File: src/rtl/spi_pkg.sv
// Shared definitions for the SPI master, its clock generator and the slave model.
// Bit order is selected by SPI_LSB_FIRST_EN (default: MSB first).
package spi_pkg;
  localparam int SPI_DATA_W = 8;

  typedef enum logic [1:0] {
    IDLE  = 2'd0,
    SETUP = 2'd1,
    SHIFT = 2'd2,
    DONE  = 2'd3
  } spi_state_t;

  localparam logic SCK_IDLE    = 1'b0;
  localparam logic CS_INACTIVE = 1'b1;
endpackage

File: src/rtl/spi_clk_gen.sv
// SCK half-period timer: tick every CLK_DIV cycles while running, rise/fall strobes in SHIFT.
// half_cnt counts completed SHIFT half-periods; even values are low phases.
module spi_clk_gen
  import spi_pkg::*;
#(
  parameter int DATA_W  = SPI_DATA_W,
  parameter int CLK_DIV = 1,
  localparam int DIV_W  = (CLK_DIV > 1) ? $clog2(CLK_DIV) : 1,
  localparam int HALF_W = $clog2(2 * DATA_W + 1)
) (
  input  logic              clk,
  input  logic              rst,
  input  logic              run,
  input  logic              shift,
  output logic              tick,
  output logic              sck_rise,
  output logic              sck_fall,
  output logic [HALF_W-1:0] half_cnt
);
  logic [DIV_W-1:0] div_cnt;

  assign tick     = run && (div_cnt == DIV_W'(CLK_DIV - 1));
  assign sck_rise = shift && tick && !half_cnt[0];
  assign sck_fall = shift && tick && half_cnt[0];

  always_ff @(posedge clk) begin
    if (rst || !run || tick) div_cnt <= '0;
    else                     div_cnt <= div_cnt + 1'b1;
  end

  always_ff @(posedge clk) begin
    if (rst || !shift) half_cnt <= '0;
    else if (tick)     half_cnt <= half_cnt + 1'b1;
  end
endmodule

File: src/rtl/spi_master.sv
// Single-transfer SPI mode-0 master; START accepted only in IDLE, BUSY covers SETUP..DONE.
// SPI_LSB_FIRST_EN selects LSB-first shifting; timing is identical either way.
module spi_master
  import spi_pkg::*;
#(
  parameter int DATA_W  = SPI_DATA_W,
  parameter int CLK_DIV = 1
) (
  input  logic              CLK,
  input  logic              RST,
  input  logic              START,
  output logic              BUSY,
  input  logic [DATA_W-1:0] DOUT,
  output logic [DATA_W-1:0] DIN,
  output logic              SCK,
  output logic              CS,
  output logic              MOSI,
  input  logic              MISO
);
  localparam int HALF_W = $clog2(2 * DATA_W + 1);
`ifdef SPI_LSB_FIRST_EN
  localparam int FIRST_BIT = 0;
`else
  localparam int FIRST_BIT = DATA_W - 1;
`endif

  spi_state_t        state_q, state_d;
  logic [DATA_W-1:0] tx_q, tx_d, rx_q, rx_d, din_q, din_d;
  logic              sck_q, sck_d, cs_q, cs_d, mosi_q, mosi_d, busy_q, busy_d;
  logic              tick, sck_rise, sck_fall;
  logic [HALF_W-1:0] half_cnt;
  logic              last_fall;

  spi_clk_gen #(.DATA_W(DATA_W), .CLK_DIV(CLK_DIV)) u_clk_gen (
    .clk      (CLK),
    .rst      (RST),
    .run      (state_q != IDLE),
    .shift    (state_q == SHIFT),
    .tick     (tick),
    .sck_rise (sck_rise),
    .sck_fall (sck_fall),
    .half_cnt (half_cnt)
  );

  assign last_fall = sck_fall && (half_cnt == HALF_W'(2 * DATA_W - 1));

  always_comb begin
    state_d = state_q;
    tx_d    = tx_q;
    rx_d    = rx_q;
    din_d   = din_q;
    sck_d   = sck_q;
    cs_d    = cs_q;
    mosi_d  = mosi_q;
    busy_d  = busy_q;
    case (state_q)
      IDLE: begin
        if (START) begin
          tx_d    = DOUT;
          rx_d    = '0;
          cs_d    = ~CS_INACTIVE;
          busy_d  = 1'b1;
          mosi_d  = DOUT[FIRST_BIT];
          state_d = SETUP;
        end
      end
      SETUP: if (tick) state_d = SHIFT;
      SHIFT: begin
        if (sck_rise) sck_d = ~SCK_IDLE;
        if (sck_fall) begin
          sck_d = SCK_IDLE;
`ifdef SPI_LSB_FIRST_EN
          rx_d = {MISO, rx_q[DATA_W-1:1]};
          tx_d = {1'b0, tx_q[DATA_W-1:1]};
`else
          rx_d = {rx_q[DATA_W-2:0], MISO};
          tx_d = {tx_q[DATA_W-2:0], 1'b0};
`endif
          mosi_d = tx_d[FIRST_BIT];
          if (last_fall) state_d = DONE;
        end
      end
      DONE: begin
        // CS is held low for one more half-period after the last falling edge.
        if (tick) begin
          din_d   = rx_q;
          cs_d    = CS_INACTIVE;
          busy_d  = 1'b0;
          mosi_d  = 1'b0;
          state_d = IDLE;
        end
      end
      default: state_d = IDLE;
    endcase
  end

  always_ff @(posedge CLK) begin
    if (RST) begin
      state_q <= IDLE;
      tx_q    <= '0;
      rx_q    <= '0;
      din_q   <= '0;
      sck_q   <= SCK_IDLE;
      cs_q    <= CS_INACTIVE;
      mosi_q  <= 1'b0;
      busy_q  <= 1'b0;
    end else begin
      state_q <= state_d;
      tx_q    <= tx_d;
      rx_q    <= rx_d;
      din_q   <= din_d;
      sck_q   <= sck_d;
      cs_q    <= cs_d;
      mosi_q  <= mosi_d;
      busy_q  <= busy_d;
    end
  end

  assign BUSY = busy_q;
  assign DIN  = din_q;
  assign SCK  = sck_q;
  assign CS   = cs_q;
  assign MOSI = mosi_q;
endmodule

File: config.mk
export PLATFORM = sky130hd
export DESIGN_NAME = spi_master
export DESIGN_NICKNAME = d
export VERILOG_FILES = /design/src/rtl/spi_pkg.sv /design/src/rtl/spi_clk_gen.sv /design/src/rtl/spi_master.sv
export SDC_FILE = /design/constraint.sdc
export NUM_CORES = 1
export LEC_CHECK = 0
export CAP_MARGIN = 20
export CORE_MARGIN = 5
export CORE_UTILIZATION = 50
export CTS_CLUSTER_DIAMETER = 80
export DETAILED_ROUTE_END_ITERATION = 16
export GPL_ROUTABILITY_DRIVEN = 0
export GPL_TIMING_DRIVEN = 0
export PLACE_DENSITY_LB_ADDON = 0.05
export SKIP_CTS_REPAIR_TIMING = 1
export SLEW_MARGIN = 20
export SYNTH_ARGS = -nofsm -noshare
export SYNTH_HDL_FRONTEND = slang
export SYNTH_SLANG_ARGS = --single-unit
File: constraint.sdc
create_clock -name CLK -period 4.35 [get_ports CLK]
set_input_delay 1.305 -clock CLK [delete_from_list [all_inputs] [get_ports CLK]]
set_output_delay 1.305 -clock CLK [all_outputs]
set_load 0.005 [all_outputs]
==> results.sh <==
export IMPL_die_h_um=65.3
export IMPL_yosysUniqueCellTypes=36
export IMPL_ys_seq_elements=35
export IMPL_avgSynthCellArea_um2=8.72
export IMPL_seq_area_frac_synth_pct=45.9
export IMPL_ys_warn_count=0
export IMPL_root_buffer="clkbuf_4"
export IMPL_cp_start_kind="flip-flop"
export IMPL_drcViolationCount=0
export IMPL_setup_viol=0
export IMPL_hold_viol_final=0
export IMPL_worstPathArrival_ns=1.25
export IMPL_maxCapViolCount=0
export IMPL_finalCritPeriodShare_pct=58.8
export IMPL_grt_pass1_vias=1222
export IMPL_start_util_pct=51.3
export IMPL_place_hpwl_um=2270
export IMPL_wl_per_cell_um=13.2
export IMPL_core_area_um2=2980
export IMPL_leakagePower_nw=0.678
export IMPL_status="completed"
export IMPL_io_pins=24
export IMPL_design_area_um2=1880
export IMPL_grt_overflow=0
export IMPL_power_density_nw_per_um2=534
export IMPL_power_mw=1.00
export IMPL_grt_total_usage_pct=16.8
export IMPL_finalCriticalPeriod_ns=2.56
export IMPL_grt_pass1_wl_um=5490
export IMPL_setup_ws_ns=1.79
export IMPL_dp_cells=231
export IMPL_crit_buf_inv=1
export IMPL_path_cells="clkdlybuf4s50_1"
export IMPL_diodes=0
export IMPL_syn_inst=175
export IMPL_fp_dieW_um=65.3
export IMPL_grt_max_degree=13
export IMPL_fill_cells=262
export IMPL_end_kind="primary output"
export IMPL_yosys_area_top_type="dfxtp_1"
export IMPL_dp_slack_ns=1.45
export IMPL_clk_path_buf_depth=2
export IMPL_crit_type="flip-flop to primary output"
export IMPL_ir_drop_mv=0.343
export IMPL_die_area_um2=4260
export IMPL_required_ns=3.04
export IMPL_relSlewSlack_pct=63.4
export IMPL_area_growth_pct=23.1
export IMPL_clkTransAtPathRegs_ns=0.13
export IMPL_routed_wl_um=3150
export IMPL_routed_via_density=5.33
export IMPL_synth_area_leaders="dfxtp_1 46%, nand2_1 7.4%, a21oi_1 6.6%"
export IMPL_skew_ns=0.0164
export IMPL_antenna_found_initial=0
export IMPL_finalSetupTns_ns=0
export IMPL_drt_initial_drc_count=62
export IMPL_crit_family="buffers and inverters"
export IMPL_drtPass1Iterations=4
export IMPL_placed_area_um2=1800
export IMPL_core_rowCount=20
export IMPL_tightest_slew_ns=0.546
export IMPL_final_cells=239
export IMPL_fmax_ghz=0.391
export IMPL_nets=223
export IMPL_numCtsBuffers=5
export IMPL_ant_nets=0
export IMPL_layout_drive_gt1_share_pct=10.7
export IMPL_htree_levels=2
export IMPL_rsz0062_at_grt="no"
export IMPL_port_buffers=23
export IMPL_path_max_fanout=3
export IMPL_synth_nets=193
export IMPL_hold_class="flip-flop to flip-flop"
export IMPL_netlist_area_leader_share_pct=45.9
export IMPL_clock_sinks=35
export IMPL_vias=1273
export IMPL_maxSlewViolCount=0
export IMPL_clock_latency_ns=0.36
export IMPL_max_stage_delay_ns=0.52
export IMPL_slowest_stage="clkdlybuf4s50_1"
export IMPL_netlist_area_um2=1530
export IMPL_tritoncts="yes"
## metal layers
metal	share of wire, %	routed length [µm]	GRT usage, %	vias to the layer above
met5	0	0	0	-
met4	2.2	69	8.55	0
met3	5.0	157	4.79	7
met2	46	1460	27.2	26
met1	46	1460	20.2	582
li1	-	-	-	658
## synthesized netlist by cell type
cell type  number
a2111oi_0       1
conb_1          1
ha_1            6
nor2_2          1
nor3_1          1
o21ai_2         1
a221oi_1        1
buf_2           6
and3_1          1
o21ai_0         2
buf_4           1
o21a_1          2
nand4_1         1
a31o_1          1
or4_4           1
nor2_1         18
mux2i_1         8
nor3b_2         1
xor2_1          2
dfxtp_1        35
nand3_1         9
and2_1          1
nor2b_4         1
a211oi_1        7
a21oi_2         1
xnor2_1         1
buf_6           1
nand4bb_1       2
nand2_1        30
clkbuf_1        3
nand2b_1        1
inv_1           4
nor3b_1         1
a22oi_1         1
o21bai_1        1
a21oi_1        20
## layout make-up
cell class	count	area [µm²]	area share [%]
Sequential cell	35	701	37.3
Timing Repair Buffer	23	230	12.3
Buffer	11	60.1	3.20
Clock inverter	3	43.8	2.33
Inverter	4	15.0	0.799
Clock buffer	5	37.5	2.00
Tap cell	33	41.3	2.20
Multi-Input combinational cell	125	751	39.9
## state kept, by name, indices dropped and copies added (netlist names)
signal and flops:
u_clk_gen.div_cnt 1, SCK 1, CS 1, BUSY 1, MOSI 1, u_clk_gen.half_cnt 5
DIN 8, state_q 2, tx_q 7, rx_q 8
## metrics by stage
stage / hold slack [ns] / util, %
after floorplan: 0.432 / -
after global placement: 0.442 / 60.4
after detailed placement: 0.444 / 60.4
after CTS: 0.461 / 63.1
after global routing: 0.485 / 63.1
final: 0.461 / 63.1
## layout by cell type, fill, tap and decap left out, drive strengths merged, types with 2 or more instances in the layout
cell | Yosys | routed
nand3 | 9 | 9
a211oi | 7 | 7
ha | 6 | 6
clkinv | 0 | 2
inv | 4 | 4
clkdlybuf4s50 | 0 | 23
dfxtp | 35 | 35
o21ai | 3 | 3
a21oi | 21 | 21
nor2 | 19 | 19
clkbuf | 3 | 8
nand2 | 30 | 30
xor2 | 2 | 2
nand4bb | 2 | 2
mux2i | 8 | 8
nor3b | 2 | 2
buf | 8 | 8
o21a | 2 | 2
## worst min-delay path, stage by stage (launching register included)
cell and delay, ns:
dfxtp_1 0.33, nand2_1 0.05, a21oi_1 0.05
## path summary, 6_finish.rpt
| path | startpoint | to | slack (ns) | cells after the start |
|---|---|---|---|---|
| worst max register to register | u_clk_gen.half_cnt[0]$_SDFFE_PP0N_ | state_q[1]$_SDFFE_PP0P_ | 2.45 | 7 |
| worst max-delay path | CS$_SDFFE_PP1P_ | CS | 1.79 | 1 |
| worst min register to register | DIN[6]$_SDFFE_PP0P_ | DIN[6]$_SDFFE_PP0P_ | 0.46 | 2 |
| worst min-delay path | DIN[6]$_SDFFE_PP0P_ | DIN[6]$_SDFFE_PP0P_ | 0.46 | 2 |
## report_power, final
group | internal, mW | leakage, nW | total [mW] | switching (mW)
registers | 0.365 | 0.285 | 0.394 | 0.0296
clock network | 0.121 | 0.0452 | 0.243 | 0.122
logic | 0.173 | 0.348 | 0.366 | 0.193
## cells by family after synthesis
group / count (synthesis) / synth area share, %
adder cells (fa/ha/maj): 6 / 4.92
XOR/XNOR: 3 / 1.72
AND/OR/NAND/NOR: 69 / 21.6
AO/OA/AOI/OAI: 38 / 15.5
flip-flops: 35 / 45.9
other: 1 / 0.246
multiplexers: 8 / 5.25
buffers and inverters: 15 / 4.92
No activity file was read; power rests on OpenSTA's default activity.
